### src/rtl/fetch_queue.sv
// Instruction-fetch front end: owns the fetch PC, issues IMEM reads, queues {inst, pc} for decode.
// Latency: 2 cycles from im_req to id_valid; 1 instr/cycle sustained with id_ready held high.
// Backpressure: id_ready low holds the head; requests stop once queued + in-flight entries fill DEPTH.
//
// Ports: clk/rst (async active-high); loadIM freezes request issue;
//   im_req/im_addr/im_rdata talk to a synchronous-read IMEM (data one cycle after request);
//   redirect/redirect_pc flush the queue and any in-flight fetch and restart fetch;
//   id_valid/id_ready/id_inst/id_pc/id_pcadd4 present the queue head to decode.
// Optional macro FETCH_PERF_CNT_EN adds perf_fetched, perf_flushed and perf_stall counters.
module fetch_queue #(
  parameter int              XLEN     = 32,
  parameter int              DEPTH    = 4,
  parameter logic [XLEN-1:0] RESET_PC = '0
) (
  input  logic            clk,
  input  logic            rst,
  input  logic            loadIM,
  output logic            im_req,
  output logic [XLEN-1:0] im_addr,
  input  logic [XLEN-1:0] im_rdata,
  input  logic            redirect,
  input  logic [XLEN-1:0] redirect_pc,
  output logic            id_valid,
  input  logic            id_ready,
  output logic [XLEN-1:0] id_inst,
  output logic [XLEN-1:0] id_pc,
  output logic [XLEN-1:0] id_pcadd4
`ifdef FETCH_PERF_CNT_EN
  ,
  output logic [XLEN-1:0] perf_fetched,
  output logic [XLEN-1:0] perf_flushed,
  output logic [XLEN-1:0] perf_stall
`endif
);

  localparam int AW = $clog2(DEPTH);

  logic [XLEN-1:0] fetch_pc;
  logic            inflight;
  logic [XLEN-1:0] inflight_pc;
  logic [AW-1:0]   rd_ptr;
  logic [AW-1:0]   wr_ptr;
  logic [AW:0]     count;
  logic [XLEN-1:0] mem_inst [DEPTH];
  logic [XLEN-1:0] mem_pc   [DEPTH];

  logic            pop;
  logic            push;
  logic [AW+1:0]   occ;
  logic            space;
  logic            unused_low_bits;

  // The low address bits of a redirect target are forced to zero.
  assign unused_low_bits = ^redirect_pc[1:0];

  assign id_valid = (count != '0);
  assign pop      = id_valid && id_ready;
  // A response is only accepted if no redirect kills it this cycle.
  assign push     = inflight && !redirect;

  // Issue rule: (count + inflight - pop) < DEPTH, rearranged so nothing underflows.
  assign occ   = {1'b0, count} + {{(AW+1){1'b0}}, inflight};
  assign space = pop ? (occ <= (AW+2)'(DEPTH)) : (occ < (AW+2)'(DEPTH));

  assign im_req  = !rst && !loadIM && !redirect && space;
  assign im_addr = fetch_pc;

  // Head fields read as zero while the queue is empty.
  assign id_inst   = id_valid ? mem_inst[rd_ptr] : '0;
  assign id_pc     = id_valid ? mem_pc[rd_ptr]   : '0;
  assign id_pcadd4 = id_pc + XLEN'(4);

  always_ff @(posedge clk or posedge rst) begin
    if (rst) begin
      fetch_pc    <= RESET_PC;
      inflight    <= 1'b0;
      inflight_pc <= '0;
      rd_ptr      <= '0;
      wr_ptr      <= '0;
      count       <= '0;
    end else if (redirect) begin
      // Flush wins over push, pop and issue.
      fetch_pc <= {redirect_pc[XLEN-1:2], 2'b00};
      inflight <= 1'b0;
      rd_ptr   <= wr_ptr;
      count    <= '0;
    end else begin
      // The IMEM always answers the cycle after a request, so inflight just tracks im_req.
      inflight <= im_req;
      if (im_req) begin
        inflight_pc <= fetch_pc;
        fetch_pc    <= fetch_pc + XLEN'(4);
      end
      if (push) wr_ptr <= wr_ptr + 1'b1;
      if (pop)  rd_ptr <= rd_ptr + 1'b1;
      if (push && !pop)      count <= count + 1'b1;
      else if (pop && !push) count <= count - 1'b1;
    end
  end

  // Storage needs no reset: entries are only visible once counted.
  always_ff @(posedge clk) begin
    if (push) begin
      mem_inst[wr_ptr] <= im_rdata;
      mem_pc[wr_ptr]   <= inflight_pc;
    end
  end

`ifdef FETCH_PERF_CNT_EN
  always_ff @(posedge clk or posedge rst) begin
    if (rst) begin
      perf_fetched <= '0;
      perf_flushed <= '0;
      perf_stall   <= '0;
    end else begin
      if (push) perf_fetched <= perf_fetched + XLEN'(1);
      if (redirect) perf_flushed <= perf_flushed + XLEN'(count) + XLEN'(inflight);
      if (id_valid && !id_ready) perf_stall <= perf_stall + XLEN'(1);
    end
  end
`endif

endmodule

### config.mk
export PLATFORM = sky130hd
export DESIGN_NAME = fetch_queue
export DESIGN_NICKNAME = d
export VERILOG_FILES = /design/src/rtl/fetch_queue.sv
export SDC_FILE = /design/constraint.sdc
export NUM_CORES = 1
export LEC_CHECK = 0
export CORE_MARGIN = 5
export CORE_UTILIZATION = 35
export DETAILED_ROUTE_END_ITERATION = 7
export GPL_TIMING_DRIVEN = 0
export PLACE_DENSITY = 0.54
export SKIP_CTS_REPAIR_TIMING = 1
export SLEW_MARGIN = 10
export SYNTH_ARGS = -nofsm -noshare
export SYNTH_HDL_FRONTEND = slang
export SYNTH_SLANG_ARGS = --single-unit
### constraint.sdc
create_clock -name clk -period 3.7 [get_ports clk]
set_input_delay 0.555 -clock clk [delete_from_list [all_inputs] [get_ports clk]]
set_output_delay 0.555 -clock clk [all_outputs]
set_load 0.01 [all_outputs]
* Yosys cells after proc, flatten, opt, wreduce, memory -nomap -nowiden
Memory sizes are Yosys's and may differ from the RTL's. Cells that the tools add are included. Widths: inputs -> output; s select.
Storage, ports and cells: register bits after elaboration 72, output and inout bits 130, bits in writable memories 256, logic and storage cells 49, memories 2, input bits 69
Memories:
- mem_inst | words 4, bits a word 32, rd ports 1, clocked after Yosys merged registers in 0, wr ports 1, line 44 | logic [XLEN-1:0] mem_inst [DEPTH];
- mem_pc | words 4, bits a word 32, rd ports 1, clocked after Yosys merged registers in 0, wr ports 1, line 45 | logic [XLEN-1:0] mem_pc [DEPTH];
Operators by class: bitwise operators 1, magnitude comparators 2, reductions and logical operators 18, mux-type cells 13, add/subtract/negate cells 7
Operator list (number):
- $mux 32 | 4
- $add 32x3->32 const B | 2
- $mux 3 | 3
- $logic_and 1x1->1 | 7
- $reduce_bool 3->1 | 2
- $logic_not 1->1 | 5
- $add 2x1->2 const B | 2
- $add 3x1->4 | 1
- $le 4x3->1 const B | 1
- $lt 4x3->1 const B | 1
- $mux 1 | 4
- $mux 2 | 2
- $reduce_and 2->1 | 2
- $reduce_bool 2->1 | 2
- $add 3x1->3 const B | 1
- $sub 3x1->3 const B | 1
- $not 1->1 | 1

* Logic depth before layout (Yosys ltp)
Gate-level depths: netlist (run 1).
depth in word-level cells 7, mapped depth 10, depth with buffers taken out 10

* Least setup slack after synthesis (run 1)
Ideal clock, no wire load.
path kind register to output, start point reg rd_ptr[0], end point out id_pcadd4[28], data arrival time 2.502 ns, required time 3.145 ns, buffers on the path 2, cell stages (with the launch flop) 11, path slack 0.643 ns, path through dfrtp_1 -> buf_6 -> buf_6 -> mux4_2 -> and2_1 -> ha_1 -> nand3_1 -> a2111oi_4 -> nand4b_2 -> nor3_2 -> xor2_1
Between the ends: longest elaborated chain between the ends 3
RTL lines:
- from (decl) | line 41 | logic [AW-1:0] rd_ptr;
- from (signal assigned) | line 85 | rd_ptr <= wr_ptr;
- from (signal assigned) | line 95 | if (pop) rd_ptr <= rd_ptr + 1'b1;
- $mem_v2 4x32
- $mux 32 | line 70 | assign id_pc = id_valid ? mem_pc[rd_ptr] : '0;
- named net id_pc[3] | line 26 | output logic [XLEN-1:0] id_pc,
- $add 32x3->32 | line 71 | assign id_pcadd4 = id_pc + XLEN'(4);
- to (decl) | line 27 | output logic [XLEN-1:0] id_pcadd4
The timed path passes the listed nets, and every way through them passes these cells.

* Final worst setup path (run 1)
start point reg rd_ptr[0], end point out id_pcadd4[28]
Between the ends: longest elaborated chain between the ends 3
RTL lines (line):
- $mem_v2 4x32
- $mux 32 | 70
- $add 32x3->32 | 71
Every way passes these cells.

==> results of run 1 <==
==> per-stage QoR <==
step           setup WS, ns  power (W)
2_1_floorplan        0.6435   0.007371
3_3_place_gp         -1.198    0.01005
3_5_place_dp         -1.034    0.01011
4_1_cts              -1.581    0.01365
5_1_grt             -0.3108    0.01442
6_report            -0.1646    0.01370
==> logic make-up after synthesis <==
family          synth area share [%]
compound gates                 5.075
simple gates                   12.96
flops                          65.67
mux                            10.58
xor+xnor                       2.201
fa+ha+maj                     0.8623
other cells                  0.02692
buf+inv                        2.623
==> power groups by stage <==
stage                     combinational (W)  clock [W]  sequential, W
after CTS                           0.00543    0.00360        0.00462
final                               0.00555    0.00352        0.00463
after global routing                0.00598    0.00376        0.00468
after detailed placement            0.00542          0        0.00469
after floorplan                     0.00280          0        0.00457
after global placement              0.00537          0        0.00468
==> worst max-delay path, stage by stage, from the launching register on <==
cell,delay [ns]
dfrtp_1,0.39
buf_8,0.15
buf_12,0.14
mux4_2,0.37
and2_4,0.18
ha_4,0.16
nand3_4,0.08
a2111oi_4,0.32
buf_4,0.21
nand4b_4,0.16
buf_6,0.17
nor3_4,0.17
xor2_1,0.15
buf_2,0.16
==> area by class of cell <==
| type | instances | area (um^2) | share of cell area [%] |
|---|---|---|---|
| plain buffers | 51 | 375.4 | 2.064 |
| clock buffers | 43 | 948.4 | 5.215 |
| clock inverters | 21 | 225.2 | 1.238 |
| inverters | 18 | 72.57 | 0.3990 |
| multi-input cells | 565 | 4538 | 24.95 |
| flip-flops and latches | 316 | 9153 | 50.32 |
| well taps | 525 | 656.9 | 3.612 |
| repair buffers | 218 | 2218 | 12.20 |
==> layout by cell type, fill, tap and decap left out, types with 10 or more instances in the layout <==
cell type | Yosys | final
o211ai_1 | 15 | 15
nand3_1 | 31 | 30
nand2_1 | 157 | 156
dlymetal6s2s_1 | 0 | 14
o21ai_0 | 31 | 31
clkdlybuf4s50_1 | 0 | 167
dfrtp_1 | 68 | 65
nand4_1 | 10 | 10
buf_2 | 22 | 11
inv_1 | 16 | 14
buf_6 | 5 | 13
xnor2_1 | 15 | 15
clkbuf_1 | 14 | 18
xor2_1 | 20 | 19
mux4_2 | 57 | 58
buf_4 | 9 | 34
clkbuf_16 | 0 | 37
edfxtp_1 | 248 | 248
and2_1 | 65 | 60
nor2_1 | 31 | 28
==> routing by layer <==
layer  global-route usage, %  wire [um]  vias to the layer above
li1                        -          -                     4095
met1                   23.71      17090                     4462
met2                   26.26      17200                      300
met3                   2.735       1856                       34
met4                   3.105        437                        0
met5                       0          0                        -
==> how the worst max path moves through the flow <==
stage | slack [ns] | startpoint | endpoint
5_1_grt | -0.31 | rd_ptr[0] | id_pcadd4[28]
3_3_place_gp | -1.20 | redirect | mem_inst[0][2]
6_report | -0.16 | rd_ptr[0] | id_pcadd4[28]
2_1_floorplan | 0.64 | rd_ptr[0] | id_pcadd4[28]
3_5_place_dp | -1.03 | count[2] | id_pcadd4[18]
4_1_cts | -1.58 | count[2] | id_pcadd4[18]
==> registers in the layout, indices dropped and copies added (netlist names) <==
name,flops
mem_inst,128
mem_pc,120
im_addr,30
inflight_pc,30
count,3
rd_ptr,2
wr_ptr,2
inflight,1
==> flow_metrics.tcl, run 1 <==
set metrics [dict create \
    yosys.area.top_type "edfxtp_1" \
    wl_mm 36.59 \
    p_leak_nw 6.793 \
    relSlewSlack_pct 57.01 \
    ir_drop_uv 315.3 \
    die_h_um 209.5 \
    grt_max_degree 63 \
    synth_seq_area_share_pct 65.67 \
    gp_congestion 0.8149 \
    clock_latency_ns 0.51 \
    r2r_slack_ns 0.92 \
    syn_area_um2 13930 \
    critPathKind "reg -> out" \
    synth_cell_type_count 73 \
    diodes 0 \
    p_sw_w 0.004435 \
    synthCells 947 \
    utilization_pct 45.99 \
    drv_cap 0 \
    port_buffers 190 \
    rows 73 \
    combPwrFrac_pct 40.5 \
    timing.fmax_mhz 258.8 \
    grt_overflow_total 0 \
    ys_ff_latch 316 \
    dp.final_hpwl_mm 25.68 \
    setup_viol 8 \
    grt_pass1_wl_mm 56.13 \
    fin_area_um2 18190 \
    cp_max_fo 9 \
    hold_viol 0 \
    synth_most_common_cell "edfxtp_1" \
    grt_pass1_vias 9249 \
    slew_violations 0 \
    place_area_um2 16660 \
    sw_frac_of_total_pct 32.38 \
    post-route-min-period_ns 3.865 \
    yosysWarnings 0 \
    hold_ws_ns 0.3186 \
    syn_avg_cell_area_um2 14.71 \
    dp.cells 1672 \
    boundaryPins 199 \
    die-area_um2 43890 \
    start_kind "register" \
    hold_path.class "in -> async" \
    power_density_nw_per_um2 753.1 \
    internal_power_w 0.009262 \
    drt-initial-drc-count 543 \
    drc 0 \
    viasPerCell 5.060 \
    synthArstFlopShare_pct 21.52 \
    layout_setup_ws_ns -0.1646 \
    syn_to_final_growth_pct 30.55 \
    final_nets 1284 \
    die_x_um 209.5 \
    endpoint_kind "output pin" \
    first_pass_iters 4 \
    crit_required_ns 3.14 \
    cts-root-buf "clkbuf_16" \
    avgRoutedWirePerCell_um 20.82 \
    timing.final.crit_share_pct 104.4 \
    layout-drive-gt1-share_pct 17.94 \
    crit-reg2reg-launch "count[0]" \
    cp.arrival_ns 3.31 \
    design.core.area_um2 39550 \
    violations "setup timing" \
    start_util_pct 35.22 \
    fin_cells 1757 \
    fillerInstances 3609 \
    fin_skew_ns 0.01317 \
    yosys.area.top_type_share_pct 53.46 \
    clock-sinks 316 \
    ant_nets 0 \
    cts_buffer_depth 3 \
    p_clk_share_pct 25.7 \
    cts_buffers 36 \
    ys_top_cells_by_count "edfxtp_1, nand2_1, dfrtp_1, and2_1, mux4_2" \
    max_slew.worst_pin.slew_ns 0.6448 \
    synth_edf_count 248 \
    rsz0062_at_grt "yes" \
    synthFlopType "edfxtp_1" \
    finalSetupTns_ns -0.5133 \
    clkSlewWorstSetupHoldPaths_ns 0.06 \
    antenna_found_initial 0 \
    cts_tree "done" \
    ys_top_cells_by_area "edfxtp_1, dfrtp_1, mux4_2, nand2_1, and2_1" \
    rr_endpoint "inflight_pc[9]" \
    status "finished, violations left" \
    track_usage_pct 16.32 \
    via_count 8891 \
    htree_levels 2 \
    power_frac_seq_pct 33.8 \
    r2r_cells 9 \
]
(Power assumes the default switching activity.)
==> inputs of run 2 (changes only) <==
--- a/config.mk
+++ b/config.mk
@@ -11,7 +11,7 @@
 export GPL_TIMING_DRIVEN = 0
 export PLACE_DENSITY = 0.54
 export SKIP_CTS_REPAIR_TIMING = 1
-export SLEW_MARGIN = 10
+export SLEW_MARGIN = 20
 export SYNTH_ARGS = -nofsm -noshare
 export SYNTH_HDL_FRONTEND = slang
 export SYNTH_SLANG_ARGS = --single-unit
==> run 2 against run 1 <==
The run still ends with setup timing left; combinational power increased by 1%; clock skew increased by 0.0028 ns; wire length about the same; critical path depth decreased by 1; final cell count increased by 0.23%; clock power decreased by 8.8%; register-to-register slack improved by 0.04 ns; total power decreased by 1.7%; worst setup slack got worse by 0.074 ns; sequential cell count unchanged.
==> flow_metrics.tcl, run 2 (synthesis results as in run 1) <==
set metrics [dict create \
    status "finished, violations left" \
    violations "setup timing" \
    ir_drop_uv 334.0 \
    design.core.area_um2 39550 \
    first_pass_iters 5 \
    track_usage_pct 16.48 \
    largest_register_ffs 128 \
    cp.depth 12 \
    clock_latency_ns 0.51 \
    cpMostUsedCell "buf_4" \
    hold_path.class "in -> async" \
    mostFrequentLayoutCells "edfxtp_1, clkdlybuf4s50_1, nand2_1, dfrtp_1, and2_1" \
    diodes 0 \
    die-area_um2 43890 \
    critPathKind "reg -> out" \
    die_h_um 209.5 \
    boundaryPins 199 \
    drv_cap 0 \
    grt_pass1_wl_mm 56.24 \
    fin_skew_ns 0.01596 \
    rr_endpoint "im_addr[23]" \
    dp.final_hpwl_mm 25.96 \
    cts_tree "done" \
    relSlewSlack_pct 55.11 \
    drt-initial-drc-count 513 \
    finalSetupTns_ns -1.336 \
    critPathSlowestCell "a2111oi_4" \
    drc 0 \
    wl_mm 36.61 \
    path_delay_family "buffers and inverters" \
    critPathMaxStageDelay_ns 0.50 \
    die_x_um 209.5 \
    grt_overflow_total 0 \
    start_util_pct 35.22 \
    fillerInstances 3598 \
    post-route-min-period_ns 3.939 \
    cp_num_buf_inv 5 \
    r2r_slack_ns 0.96 \
    htree_levels 2 \
    setup_viol 10 \
    via_count 8939 \
    cts_buffer_depth 3 \
    fin_cells 1761 \
    hold_viol 0 \
    viasPerCell 5.076 \
    timing.fmax_mhz 253.9 \
    dp.cells 1672 \
    endpoint_kind "output pin" \
    largest_register "mem_inst" \
    port_buffers 190 \
    rsz0062_at_grt "yes" \
    cp.arrival_ns 3.38 \
    grt_pass1_vias 9213 \
    p_leak_nw 6.764 \
    layout-drive-gt1-share_pct 18.69 \
    reg.largest.list "mem_inst: 128 flops, mem_pc: 120 flops" \
    crit-reg2reg-launch "count[0]" \
    clock-sinks 316 \
    clkSlewWorstSetupHoldPaths_ns 0.06 \
    timing.final.crit_share_pct 106.5 \
    crit_required_ns 3.14 \
    max_slew.worst_pin.slew_ns 0.6733 \
    grt_max_degree 48 \
    layout_setup_ws_ns -0.2390 \
    start_kind "register" \
    slew_violations 0 \
    power_density_nw_per_um2 741.4 \
    gp_congestion 0.8149 \
    r2r_cells 9 \
    layout_commonest_cell "edfxtp_1" \
    utilization_pct 45.90 \
    ant_nets 0 \
    cts-root-buf "clkbuf_16" \
    crit_chain "buf_8 -> buf_12 -> mux4_2 -> and2_4 -> ha_4 -> nand3_4 -> a2111oi_4 -> buf_4 -> nand4b_4 -> buf_4 -> xnor2_2 -> clkbuf_2" \
    cts_buffers 35 \
    syn_to_final_growth_pct 30.30 \
    rows 73 \
    antenna_found_initial 0 \
    avgRoutedWirePerCell_um 20.79 \
    final_nets 1289 \
    cp_max_fo 9 \
]
[run 2: cell count changes in the layout (fill, tap and decap cells not counted), sizes merged]
cell,previous run,this run
dlymetal6s2s,14,12
inv,19,18
buf,68,80
clkbuf,63,60
bufinv,5,1
clkinvlp,0,1
clkinv,15,16
[run 2: worst max path at each step]
stage              start              to  slack (ns)
2_1_floorplan  rd_ptr[0]   id_pcadd4[28]        0.64
3_3_place_gp    redirect  mem_inst[0][2]       -1.20
3_5_place_dp    count[2]   id_pcadd4[18]       -1.03
4_1_cts         count[2]   id_pcadd4[18]       -1.56
5_1_grt        rd_ptr[0]   id_pcadd4[28]       -0.33
6_report       rd_ptr[0]   id_pcadd4[20]       -0.24
[run 2: power by group]
group	total [W]	switching (W)	internal, W	leakage (nW)
registers	0.00463	0.000348	0.00428	3.09
logic	0.00562	0.00276	0.00286	3.16
clock network	0.00321	0.00132	0.00189	0.520
[run 2: stage by stage]
step / area (um^2) / hold WS (ns) / power (W) / setup WS [ns]
final: 18150 / 0.3965 / 0.01346 / -0.2390
after global routing: 18150 / 0.4220 / 0.01421 / -0.3333
after CTS: 17700 / 0.3876 / 0.01335 / -1.564
after detailed placement: 16640 / 0.5111 / 0.01011 / -1.027
after global placement: 16510 / 0.4978 / 0.01005 / -1.198
after floorplan: 13950 / 0.4724 / 0.007371 / 0.6435
[run 2: routing by layer]
layer,wire [um],vias up,track usage (%),part of all wire (%)
li1,-,4119,-,-
met1,16740,4486,23.44,46
met2,17050,287,26.18,47
met3,2191,47,3.139,6.0
met4,630,0,4.433,1.7
met5,0,-,0,0
[run 2: area by class of cell]
cell class | count | area [um^2] | area share (%)
sequential | 316 | 9153 | 50.42
multi-input combinational | 565 | 4572 | 25.19
timing repair buffer | 224 | 2242 | 12.35
clock buffer | 44 | 952.2 | 5.245
tap | 525 | 656.9 | 3.619
buffer | 51 | 397.9 | 2.192
clock inverter | 18 | 106.4 | 0.5859
inverter | 18 | 72.57 | 0.3998
==> inputs of run 3 (changes only) <==
--- a/config.mk
+++ b/config.mk
@@ -8,7 +8,9 @@
 export CORE_MARGIN = 5
 export CORE_UTILIZATION = 35
 export DETAILED_ROUTE_END_ITERATION = 7
+export GPL_ROUTABILITY_DRIVEN = 1
 export GPL_TIMING_DRIVEN = 0
+export MAX_ROUTING_LAYER = met4
 export PLACE_DENSITY = 0.54
 export SKIP_CTS_REPAIR_TIMING = 1
 export SLEW_MARGIN = 20
==> run 3 against run 2 <==
Utilization stayed put; register-to-register slack hardly changed; sequential power about the same; sequential cell count unchanged; maximum frequency grew 0.22%; die area unchanged; critical path depth did not move; design area unchanged; the flow still finishes with violations (setup timing); total power barely moved; highest routed layer unchanged; sequential share of layout area stayed put; critical path type unchanged; final cell count about the same.
==> flow_metrics.tcl, run 3 (synthesis results as in run 1) <==
set metrics [dict create \
    htree_levels 2 \
    layout_commonest_cell "edfxtp_1" \
    fillerInstances 3595 \
    avgRoutedWirePerCell_um 20.84 \
    final_nets 1288 \
    critPathKind "reg -> out" \
    design.core.area_um2 39550 \
    layout-drive-gt1-share_pct 18.70 \
    die-area_um2 43890 \
    timing.fmax_mhz 254.4 \
    via_count 8866 \
    largest_register "mem_inst" \
    hold_viol 0 \
    start_kind "register" \
    port_buffers 190 \
    syn_to_final_growth_pct 30.30 \
    top_layer_used "met4" \
    track_usage_pct 16.98 \
    place_area_um2 16640 \
    layout_setup_ws_ns -0.2304 \
    sw_frac_of_total_pct 32.94 \
    p_clk_share_pct 23.8 \
    dp.final_hpwl_mm 25.96 \
    endpoint_kind "output pin" \
    die_h_um 209.5 \
    clock-sinks 316 \
    p_sw_w 0.004433 \
    clock_latency_ns 0.51 \
    hold_ws_ns 0.4002 \
    hold_path.class "in -> async" \
    fin_skew_ns 0.01570 \
    rsz0062_at_grt "yes" \
    m1WireLength_mm 17.05 \
    routed-wl-met3_mm 1.997 \
    diodes 0 \
    grt_max_degree 48 \
    die_x_um 209.5 \
    cp_max_fo 9 \
    power_frac_seq_pct 34.4 \
    power_density_nw_per_um2 741.5 \
    cts_buffers 35 \
    fin_area_um2 18150 \
    grt_overflow_total 0 \
    drv_cap 0 \
    drt-initial-drc-count 511 \
    cp.arrival_ns 3.38 \
    relSlewSlack_pct 56.61 \
    clkSlewWorstSetupHoldPaths_ns 0.06 \
    grt_pass1_wl_mm 56.25 \
    fin_total_pwr_w 0.01346 \
    finalSetupTns_ns -1.199 \
    largest_register_ffs 128 \
    met2_length_mm 16.92 \
    start_util_pct 35.22 \
    timing.final.crit_share_pct 106.2 \
    viasPerCell 5.038 \
    cts_tree "done" \
    cts_buffer_depth 3 \
    internal_power_w 0.009027 \
    p_leak_nw 6.758 \
    status "finished, violations left" \
    drc 0 \
    max_slew.worst_pin.slew_ns 0.6509 \
    ant_nets 0 \
    wl_mm 36.67 \
    antenna_found_initial 0 \
    slew_violations 0 \
    boundaryPins 199 \
    ir_drop_uv 332.9 \
    crit_required_ns 3.14 \
    rows 73 \
    combPwrFrac_pct 41.8 \
    post-route-min-period_ns 3.930 \
    cts-root-buf "clkbuf_16" \
    reg.largest.list "mem_inst: 128 flops, mem_pc: 120 flops" \
    violations "setup timing" \
    gp_congestion 0.8294 \
    first_pass_iters 5 \
    setup_viol 8 \
    grt_pass1_vias 9208 \
    mostFrequentLayoutCells "edfxtp_1, clkdlybuf4s50_1, nand2_1, dfrtp_1, and2_1" \
]
## run 3: final timing paths
| check | from | to | slack, ns | cells past startpoint |
|---|---|---|---|---|
| max in group asynchronous | rst | inflight_pc[30] | 2.76 | 3 |
| max | rd_ptr[0] | id_pcadd4[20] | -0.23 | 12 |
| min in group clk | inflight_pc[24] | mem_pc[1][24] | 0.51 | 0 |
| max reg2reg | count[0] | im_addr[23] | 0.96 | 9 |
| min reg2reg | inflight_pc[24] | mem_pc[1][24] | 0.51 | 0 |
| min | rst | im_addr[9] | 0.40 | 2 |
## run 3: cell type report
class                           count  area (um^2)  share of cell area (%)
Clock buffer                       44        952.2                   5.245
Clock inverter                     18        106.4                  0.5859
Buffer                             51        405.4                   2.233
Multi-Input combinational cell    565         4572                   25.19
Sequential cell                   316         9153                   50.42
Timing Repair Buffer              223         2235                   12.31
Inverter                           18        72.57                  0.3998
Tap cell                          525        656.9                   3.619
## run 3: power by group through the flow
stage / Clock, W / Combinational [W] / Sequential (W)
6_report: 0.00321 / 0.00563 / 0.00463
5_1_grt: 0.00347 / 0.00607 / 0.00468
4_1_cts: 0.00330 / 0.00542 / 0.00462
3_5_place_dp: 0 / 0.00541 / 0.00469
3_3_place_gp: 0 / 0.00537 / 0.00468
2_1_floorplan: 0 / 0.00280 / 0.00457
## run 3: routing by layer
layer  track usage (%)  up-vias
met5                 -        -
met1             23.79     4404
met2             26.22      295
met3             2.601       49
met4             4.433        0
li1                  -     4118
## run 3: metrics by stage
step | util (%) | worst slack [ns] | cells
after global routing | 45.90 | -0.3396 | 1760
after global placement | 41.74 | -1.198 | 1667
after detailed placement | 42.08 | -1.027 | 1672
after floorplan | - | 0.6435 | 952
final | 45.90 | -0.2304 | 1760
after CTS | 44.76 | -1.564 | 1734
## run 3: critical path, stage by stage, from the launching register on
cell	delay [ns]
dfrtp_1	0.38
buf_8	0.15
buf_12	0.14
mux4_2	0.38
and2_4	0.18
ha_4	0.15
nand3_4	0.07
a2111oi_4	0.49
buf_4	0.20
nand4b_4	0.22
buf_4	0.22
xnor2_2	0.11
clkbuf_2	0.17
